==> src/rtl/uart_tx_arb_pkg.sv <==
`default_nettype none
// ============================================================================
// Module   : uart_tx_arb_pkg
// Purpose  : Shared types and constants for the UART transmit arbiter.
// Revision : 1.0
// ============================================================================
package uart_tx_arb_pkg;

    typedef enum logic [1:0] {
        ARB_IDLE   = 2'd0,
        ARB_HEADER = 2'd1,
        ARB_DATA   = 2'd2
    } arb_state_t;

    localparam int TIMEOUT_W = 16;

endpackage
`default_nettype wire

==> src/rtl/uart_tx_arbiter_rr_pick.sv <==
`default_nettype none
// ============================================================================
// Module   : rr_pick
// Purpose  : Combinational round-robin picker: first set request at or
//            after ptr, wrapping past N-1.
// Revision : 1.0
// ============================================================================
module rr_pick #(
    parameter int N   = 4,
    parameter int IDW = 2
) (
    input  logic [N-1:0]   req,
    input  logic [IDW-1:0] ptr,
    output logic           any,
    output logic [IDW-1:0] idx
);

    logic [2*N-1:0] w_shift;
    logic [N-1:0]   w_rot;
    logic [IDW-1:0] w_first;
    logic [IDW:0]   w_sum;

    // Rotate so the pointer position lands at bit 0, then take the lowest set bit.
    always_comb begin
        w_shift = {req, req} >> ptr;
        w_rot   = w_shift[N-1:0];
        w_first = '0;
        for (int i = N - 1; i >= 0; i--) begin
            if (w_rot[i]) begin
                w_first = IDW'(i);
            end
        end
        w_sum = {1'b0, w_first} + {1'b0, ptr};
        if (w_sum >= (IDW + 1)'(N)) begin
            w_sum = w_sum - (IDW + 1)'(N);
        end
        idx = w_sum[IDW-1:0];
        any = |req;
    end

endmodule
`default_nettype wire

==> src/rtl/uart_tx_arbiter.sv <==
`default_nettype none
// ============================================================================
// Module   : uart_tx_arbiter
// Purpose  : Packet-granular round-robin sharing of one uart_tx among
//            NUM_CLIENTS byte streams, with optional channel header byte.
// Revision : 1.0
// ============================================================================
module uart_tx_arbiter
    import uart_tx_arb_pkg::*;
#(
    parameter int                   NUM_CLIENTS    = 4,
    parameter bit                   HEADER_EN      = 1'b1,
    parameter logic [7:0]           HEADER_BASE    = 8'hF0,
    parameter logic [TIMEOUT_W-1:0] TIMEOUT_CYCLES = 16'd65535,
    localparam int                  IDW            = (NUM_CLIENTS > 1) ? $clog2(NUM_CLIENTS) : 1
) (
    input  logic                     i_clk,
    input  logic                     i_rst,
    input  logic [NUM_CLIENTS-1:0]   i_valid,
    input  logic [8*NUM_CLIENTS-1:0] i_data,
    input  logic [NUM_CLIENTS-1:0]   i_last,
    output logic [NUM_CLIENTS-1:0]   o_ready,
    output logic [7:0]               o_tx_data,
    output logic                     o_tx_valid,
    input  logic                     i_tx_ready,
    output logic                     o_busy,
    output logic [IDW-1:0]           o_grant_id,
    output logic                     o_timeout_pulse
);

    arb_state_t           r_state, w_state_nxt;
    logic [IDW-1:0]       r_rr_ptr, w_rr_ptr_nxt;
    logic [IDW-1:0]       r_grant_id, w_grant_id_nxt;
    logic [TIMEOUT_W-1:0] r_stall_cnt, w_stall_cnt_nxt;
    logic                 r_timeout_pulse, w_timeout_pulse_nxt;

    logic                   w_pick_any;
    logic [IDW-1:0]         w_pick_idx;
    logic                   w_g_valid;
    logic                   w_g_last;
    logic [7:0]             w_g_data;
    logic [IDW-1:0]         w_g_succ;
    logic [NUM_CLIENTS-1:0] w_ready;
    logic                   w_tx_valid;
    logic [7:0]             w_tx_data;

    rr_pick #(
        .N   (NUM_CLIENTS),
        .IDW (IDW)
    ) u_rr_pick (
        .req (i_valid),
        .ptr (r_rr_ptr),
        .any (w_pick_any),
        .idx (w_pick_idx)
    );

    always_comb begin
        w_g_valid = 1'b0;
        w_g_last  = 1'b0;
        w_g_data  = '0;
        for (int k = 0; k < NUM_CLIENTS; k++) begin
            if (r_grant_id == IDW'(k)) begin
                w_g_valid = i_valid[k];
                w_g_last  = i_last[k];
                w_g_data  = i_data[8*k +: 8];
            end
        end
    end

    assign w_g_succ = (r_grant_id == IDW'(NUM_CLIENTS - 1)) ? '0 : r_grant_id + IDW'(1);

    always_comb begin
        w_state_nxt         = r_state;
        w_rr_ptr_nxt        = r_rr_ptr;
        w_grant_id_nxt      = r_grant_id;
        w_stall_cnt_nxt     = r_stall_cnt;
        w_timeout_pulse_nxt = 1'b0;
        w_tx_valid          = 1'b0;
        w_tx_data           = '0;
        w_ready             = '0;
        case (r_state)
            ARB_IDLE: begin
                if (w_pick_any) begin
                    w_grant_id_nxt  = w_pick_idx;
                    w_stall_cnt_nxt = '0;
                    w_state_nxt     = HEADER_EN ? ARB_HEADER : ARB_DATA;
                end
            end
            ARB_HEADER: begin
                w_tx_valid = 1'b1;
                w_tx_data  = HEADER_BASE + 8'(r_grant_id);
                if (i_tx_ready) begin
                    w_state_nxt = ARB_DATA;
                end
            end
            ARB_DATA: begin
                w_tx_valid = w_g_valid;
                w_tx_data  = w_g_data;
                for (int k = 0; k < NUM_CLIENTS; k++) begin
                    if (r_grant_id == IDW'(k)) begin
                        w_ready[k] = i_tx_ready;
                    end
                end
                // A valid byte waiting on a busy uart is not a stall.
                if (w_g_valid) begin
                    w_stall_cnt_nxt = '0;
                    if (i_tx_ready && w_g_last) begin
                        w_state_nxt  = ARB_IDLE;
                        w_rr_ptr_nxt = w_g_succ;
                    end
                end else if (TIMEOUT_CYCLES != '0) begin
                    if (r_stall_cnt == TIMEOUT_CYCLES - TIMEOUT_W'(1)) begin
                        w_state_nxt         = ARB_IDLE;
                        w_rr_ptr_nxt        = w_g_succ;
                        w_stall_cnt_nxt     = '0;
                        w_timeout_pulse_nxt = 1'b1;
                    end else begin
                        w_stall_cnt_nxt = r_stall_cnt + TIMEOUT_W'(1);
                    end
                end
            end
            default: begin
                w_state_nxt = ARB_IDLE;
            end
        endcase
    end

    always_ff @(posedge i_clk) begin
        if (i_rst) begin
            r_state         <= ARB_IDLE;
            r_rr_ptr        <= '0;
            r_grant_id      <= '0;
            r_stall_cnt     <= '0;
            r_timeout_pulse <= 1'b0;
        end else begin
            r_state         <= w_state_nxt;
            r_rr_ptr        <= w_rr_ptr_nxt;
            r_grant_id      <= w_grant_id_nxt;
            r_stall_cnt     <= w_stall_cnt_nxt;
            r_timeout_pulse <= w_timeout_pulse_nxt;
        end
    end

    assign o_ready         = w_ready;
    assign o_tx_valid      = w_tx_valid;
    assign o_tx_data       = w_tx_data;
    assign o_busy          = (r_state != ARB_IDLE);
    assign o_grant_id      = r_grant_id;
    assign o_timeout_pulse = r_timeout_pulse;

endmodule
`default_nettype wire

==> config.mk <==
export PLATFORM = sky130hd
export DESIGN_NAME = uart_tx_arbiter
export DESIGN_NICKNAME = d
export VERILOG_FILES = /design/src/rtl/uart_tx_arb_pkg.sv /design/src/rtl/uart_tx_arbiter_rr_pick.sv /design/src/rtl/uart_tx_arbiter.sv
export SDC_FILE = /design/constraint.sdc
export NUM_CORES = 1
export LEC_CHECK = 0
export BUFFER_PORTS_ARGS = -buffer_cell sky130_fd_sc_hd__buf_2
export CAP_MARGIN = 40
export CORE_UTILIZATION = 45
export DETAILED_ROUTE_END_ITERATION = 10
export GPL_TIMING_DRIVEN = 0
export PLACE_DENSITY = 0.71
export SLEW_MARGIN = 20
export SYNTH_ARGS = -nofsm -noshare
export SYNTH_HDL_FRONTEND = slang
export SYNTH_SLANG_ARGS = --single-unit
==> constraint.sdc <==
create_clock -name i_clk -period 3.9 [get_ports i_clk]
set_input_delay 0 -clock i_clk [delete_from_list [all_inputs] [get_ports i_clk]]
set_output_delay 0 -clock i_clk [all_outputs]
set_load 0.02 [all_outputs]
# Yosys cells after proc, flatten, opt, wreduce, memory -nomap -nowiden
# Cells that the tools add are included.
# totals
register_bits	23
inputBits	43
output_inout_bits	17
# op_classes
addsub	5
magnitude_cmp	1
eq_ne	11
n_shift	1
n_mux	39
n_bitwise	1
n_reduce_logical	12
# op_table
cell	n
$mux 16	3
$mux 8	4
$pmux 16 s2	1
$mux 2	14
$add 16x1->16 const B	1
$eq 16x16->1 const B	1
$pmux 8 s2	1
$mux 1	13
$shr 8x2->4	1
$add 5x3->6 const A	1
$eq 2x2->1 const B	3
$ne 3x3->1 const B	2
$pmux 2 s3	1
$reduce_bool 2->1	3
$eq 2x1->1 const B	2
$logic_not 2->1	2
$mux 4	1
$ne 2x1->1 const B	2
$reduce_and 2->1	2
$reduce_and 4->1	1
$reduce_or 4->1	1
$add 2x2->3	1
$ge 3x3->1 const B	1
$reduce_and 3->1	1
7 further kinds	7

# Logic depth before layout (Yosys ltp)
# depth
depth_word	9
depth_mapped	9

# By module
# From an unflattened synthesis, not the netlist that was laid out.
# hier_totals
cells_unflattened	242
hier_area_um2	1778.0
# by_module_without_submodules
mod	n_inst	cells_each	area_each_um2	seq_area_each_um2
uart_tx_arbiter	1	215	1599.0	460.4
rr_pick	1	27	178.9	0.0

# Worst setup path before layout
# OpenSTA, ideal clock, no wires.
# synth_path
path_kind	register to register
startpoint	reg r_grant_id[0], in the netlist o_grant_id[0]
endpoint	reg r_rr_ptr[0]
setup_time_ns	0.123
arrival_time_ns	2.289
slack_ns	1.488
path_stages_with_launch	10
n_path_buf	2
path_cell_list	dfxtp_1 -> inv_1 -> ha_1 -> buf_2 -> nor3b_1 -> a211o_1 -> buf_4 -> a211o_1 -> a21boi_2 -> mux2_1
# synth_between
elab_chain_len	8
elab_cells_between_ends	21
cone_classes	add/sub: 1; eq/ne: 4; mux: 12; reduce/logical: 4
# synth_rtl
element	line	source
from (decl)	uart_tx_arbiter.sv:33	logic [IDW-1:0] r_grant_id, w_grant_id_nxt;
from (signal assigned)	uart_tx_arbiter.sv:138	r_grant_id <= w_grant_id_nxt;
$logic_not 2->1	uart_tx_arbiter.sv:62	if (r_grant_id == IDW'(k)) begin
$mux 1 (4 in a row)	uart_tx_arbiter.sv:62	
$logic_and 1x1->1	uart_tx_arbiter.sv:107	if (i_tx_ready && w_g_last) begin
$ne 2x1->1 (no line)	--	
$reduce_and 3->1 (no line)	--	
to (signal assigned)	uart_tx_arbiter.sv:137	r_rr_ptr <= w_rr_ptr_nxt;
to (decl)	uart_tx_arbiter.sv:32	logic [IDW-1:0] r_rr_ptr, w_rr_ptr_nxt;
# Parallel ways exist; a longest one is shown, timed or not. The select of a mux whose other input is x is not followed.
# A chain may end at the register's enable or synchronous reset.

# Worst setup path in the final report
# Same ends and word-level chain as after synthesis.

==> metrics.txt <==
Syn Nets=between 300 and 400; critical path required time=approximately 4 ns; part of the power in combinational logic=0.629; Synth async-reset ratio=0; vias per cell=5.780; first-pass GRT wire length=around 7.8 mm; Post-Syn Area=0.001981 mm2; clock share of power=0.129; Num CTS Buffers=3; final worst setup slack=1.427 ns; Sequential Power Share=0.242; Setup CP Type=register to register; Tcrit/Tclk final=0.6341; Die Footprint=0.004671 mm2; Post-DP HPWL=roughly 3.8 mm; ANT cells=0; Clock Latency Late Sink=0.27 ns; PD cells=about 470 mW/mm2; wire length per cell=13.76 um; I/O pin count=60; final net count=373; Slew @ Worst Pin=roughly 0.62 ns; Seq/Total Area, Yosys=0.2325; total length of routed wires=roughly 5.1 mm; hold bufs inserted after CTS=0; fin crit period=around 2.5 ns; number of setup buffers added after CTS=0; row cnt=23; Peak supply drop=between 300 and 400 uV; Main synth FF type=dfxtp_1; Sink Count=23; post-place setup slack=1.429 ns; Synth Area per Inst=roughly 7.7 um2; 1st-pass router iterations=4; commonest non-fill, non-tap cells in the layout=buf_2, dfxtp_1, nor2_1, nand2_1, a21oi_1; number of global-route vias before repair=1,830; final hold vios=0; commonest non-fill, non-tap cell in the layout=buf_2; CP max FO=10; CP max-delay cell=dfxtp_1; Worst Hold Slack=0.1018 ns; Post-synth EDFFs=0; Crit. End Element=register; Yosys Warn Count=0; Finished Cell Area=0.002374 mm2; Yosys reg bits=23; Switch Pwr=around 0.52 mW; gpl congestion=0.8242; DR iter-0 viols=145; sw frac=0.4660; # resized after CTS=0; synth unique cells=between 50 and 60; f_max=0.4043 GHz; number of setup violations in the final report=0; Worst path most repeated cell=a211o_1; area post-placement=0.002328 mm2; WP data arrival=2.63 ns; RSZ-0062 raised after global routing=false; placed instance count=364; antenna violations before repair=0; Power, Total=1.126 mW; initial core utilization=0.4813; via count=2,127; CTS clk-pin slew, worst paths=0.08 ns; die width=68.35 um; Setup Skew=0.01139 ns; Root Buffer=clkbuf_8; Hold Crit Class=input port to register; largest net degree at the start of global routing=13; Area growth syn-to-layout=19.84%; IO Port Bufs=57; total grt overflow=0; Pins Over Slew Limit=0; Cells after Synth=257; Longest Clk Path Bufs=2; CP Cell Sequence=inv_1, ha_1, buf_2, nor3b_1, a211o_1, buf_4, a211o_1, a21boi_2, mux2_1; Slew HR=0.5846; Finished Layout Cells=368; Static Leak=0.9745 nW; # DRC=0; Total GRT Usage=0.2138; antenna viol nets, final=0; H-tree level count=1; CTS tree=yes; Pint=0.6015 mW; Hold Crit Depth=3; Final Util=0.5768; R2R depth=9; die height=68.35 um; share of layout cells above drive strength 1=0.2421; setup_tns=0 ns; Worst setup SP type=register; status=finished clean; # Max-Cap Violations=0; core area=roughly 0.0041 mm2; Max stage delay on crit path=0.46 ns
[worst max-delay path, delay by kind of cell, from the launching register on]
family          cells  cell delay (ns)
fa+ha+maj           1             0.20
compound gates      3             0.77
flops               1             0.46
simple gates        1             0.15
mux                 1             0.33
buf+inv             3             0.47
[power by group through the flow]
| stage | Combinational, mW | Clock [mW] | Sequential [mW] |
|---|---|---|---|
| floorplan | 0.519 | 0 | 0.281 |
| global placement | 0.698 | 0 | 0.277 |
| detailed placement | 0.705 | 0 | 0.278 |
| CTS | 0.709 | 0.148 | 0.272 |
| global route | 0.786 | 0.159 | 0.276 |
| finish | 0.709 | 0.145 | 0.273 |
[cells in the mapped netlist (2+ instances only)]
cell | instances | area share
and3_1 | 5 | 0.016
or4_1 | 2 | 0.0076
a22oi_1 | 7 | 0.027
xor2_1 | 6 | 0.027
o211ai_1 | 3 | 0.011
or2_2 | 2 | 0.0063
a21boi_0 | 2 | 0.0076
clkbuf_1 | 11 | 0.021
o21ai_0 | 8 | 0.020
a21o_1 | 4 | 0.015
o21bai_1 | 2 | 0.0076
ha_1 | 11 | 0.069
mux2i_1 | 2 | 0.010
a41o_1 | 4 | 0.020
nand3_1 | 10 | 0.025
nor3_1 | 5 | 0.013
a21oi_1 | 14 | 0.035
nand3b_1 | 4 | 0.015
buf_2 | 6 | 0.015
dfxtp_1 | 23 | 0.23
nor2_1 | 21 | 0.040
nor3b_1 | 5 | 0.019
a211o_1 | 2 | 0.0088
inv_1 | 13 | 0.025
nand2b_1 | 3 | 0.0095
nor2b_1 | 9 | 0.028
and2_1 | 3 | 0.0095
a32oi_1 | 2 | 0.0088
nand4_1 | 6 | 0.019
a211oi_1 | 3 | 0.011
or3_1 | 6 | 0.019
a221o_1 | 2 | 0.010
nand2_1 | 20 | 0.038
o311ai_0 | 4 | 0.018
a221oi_1 | 6 | 0.027
[sequential cells by signal, indices dropped and copies added (netlist names)]
name,flops
r_state,2
r_stall_cnt,16
o_timeout_pulse,1
o_grant_id,2
r_rr_ptr,2
[metal layers]
layer  GRT usage  wire [um]
met5           0          0
met4     0.05208         39
met3     0.01667        322
met2      0.4069       2442
met1      0.2537       2260
[path summary, 6_finish.rpt]
path,from,to,slack [ns]
setup / recovery,o_grant_id[0],r_rr_ptr[0],1.43
hold / removal,i_rst,r_rr_ptr[1],0.10
setup reg to reg,o_grant_id[0],r_rr_ptr[0],1.43
hold reg to reg,r_stall_cnt[4],r_stall_cnt[4],0.49
[area by class of cell]
cell class / instances / area [um2]
timing repair buffer: 57 / 285.3
fill: 404 / 1742
tap: 50 / 62.56
inverter: 13 / 48.80
clock buffer: 4 / 45.04
buffer: 18 / 78.83
sequential: 23 / 460.4
multi-input combinational: 203 / 1393
[cell families (layout without fill, tap and decap cells)]
| group | after synthesis | count (layout) | synth area share |
|---|---|---|---|
| AND/OR/NAND/NOR | 110 | 110 | 0.3165 |
| buffers and inverters | 31 | 92 | 0.06444 |
| flip-flops | 23 | 23 | 0.2325 |
| multiplexers | 4 | 4 | 0.02148 |
| AO/OA/AOI/OAI | 71 | 71 | 0.2647 |
| XOR/XNOR | 7 | 7 | 0.03095 |
| adder cells (fa/ha/maj) | 11 | 11 | 0.06949 |
Power figures use the tool's default switching activity.
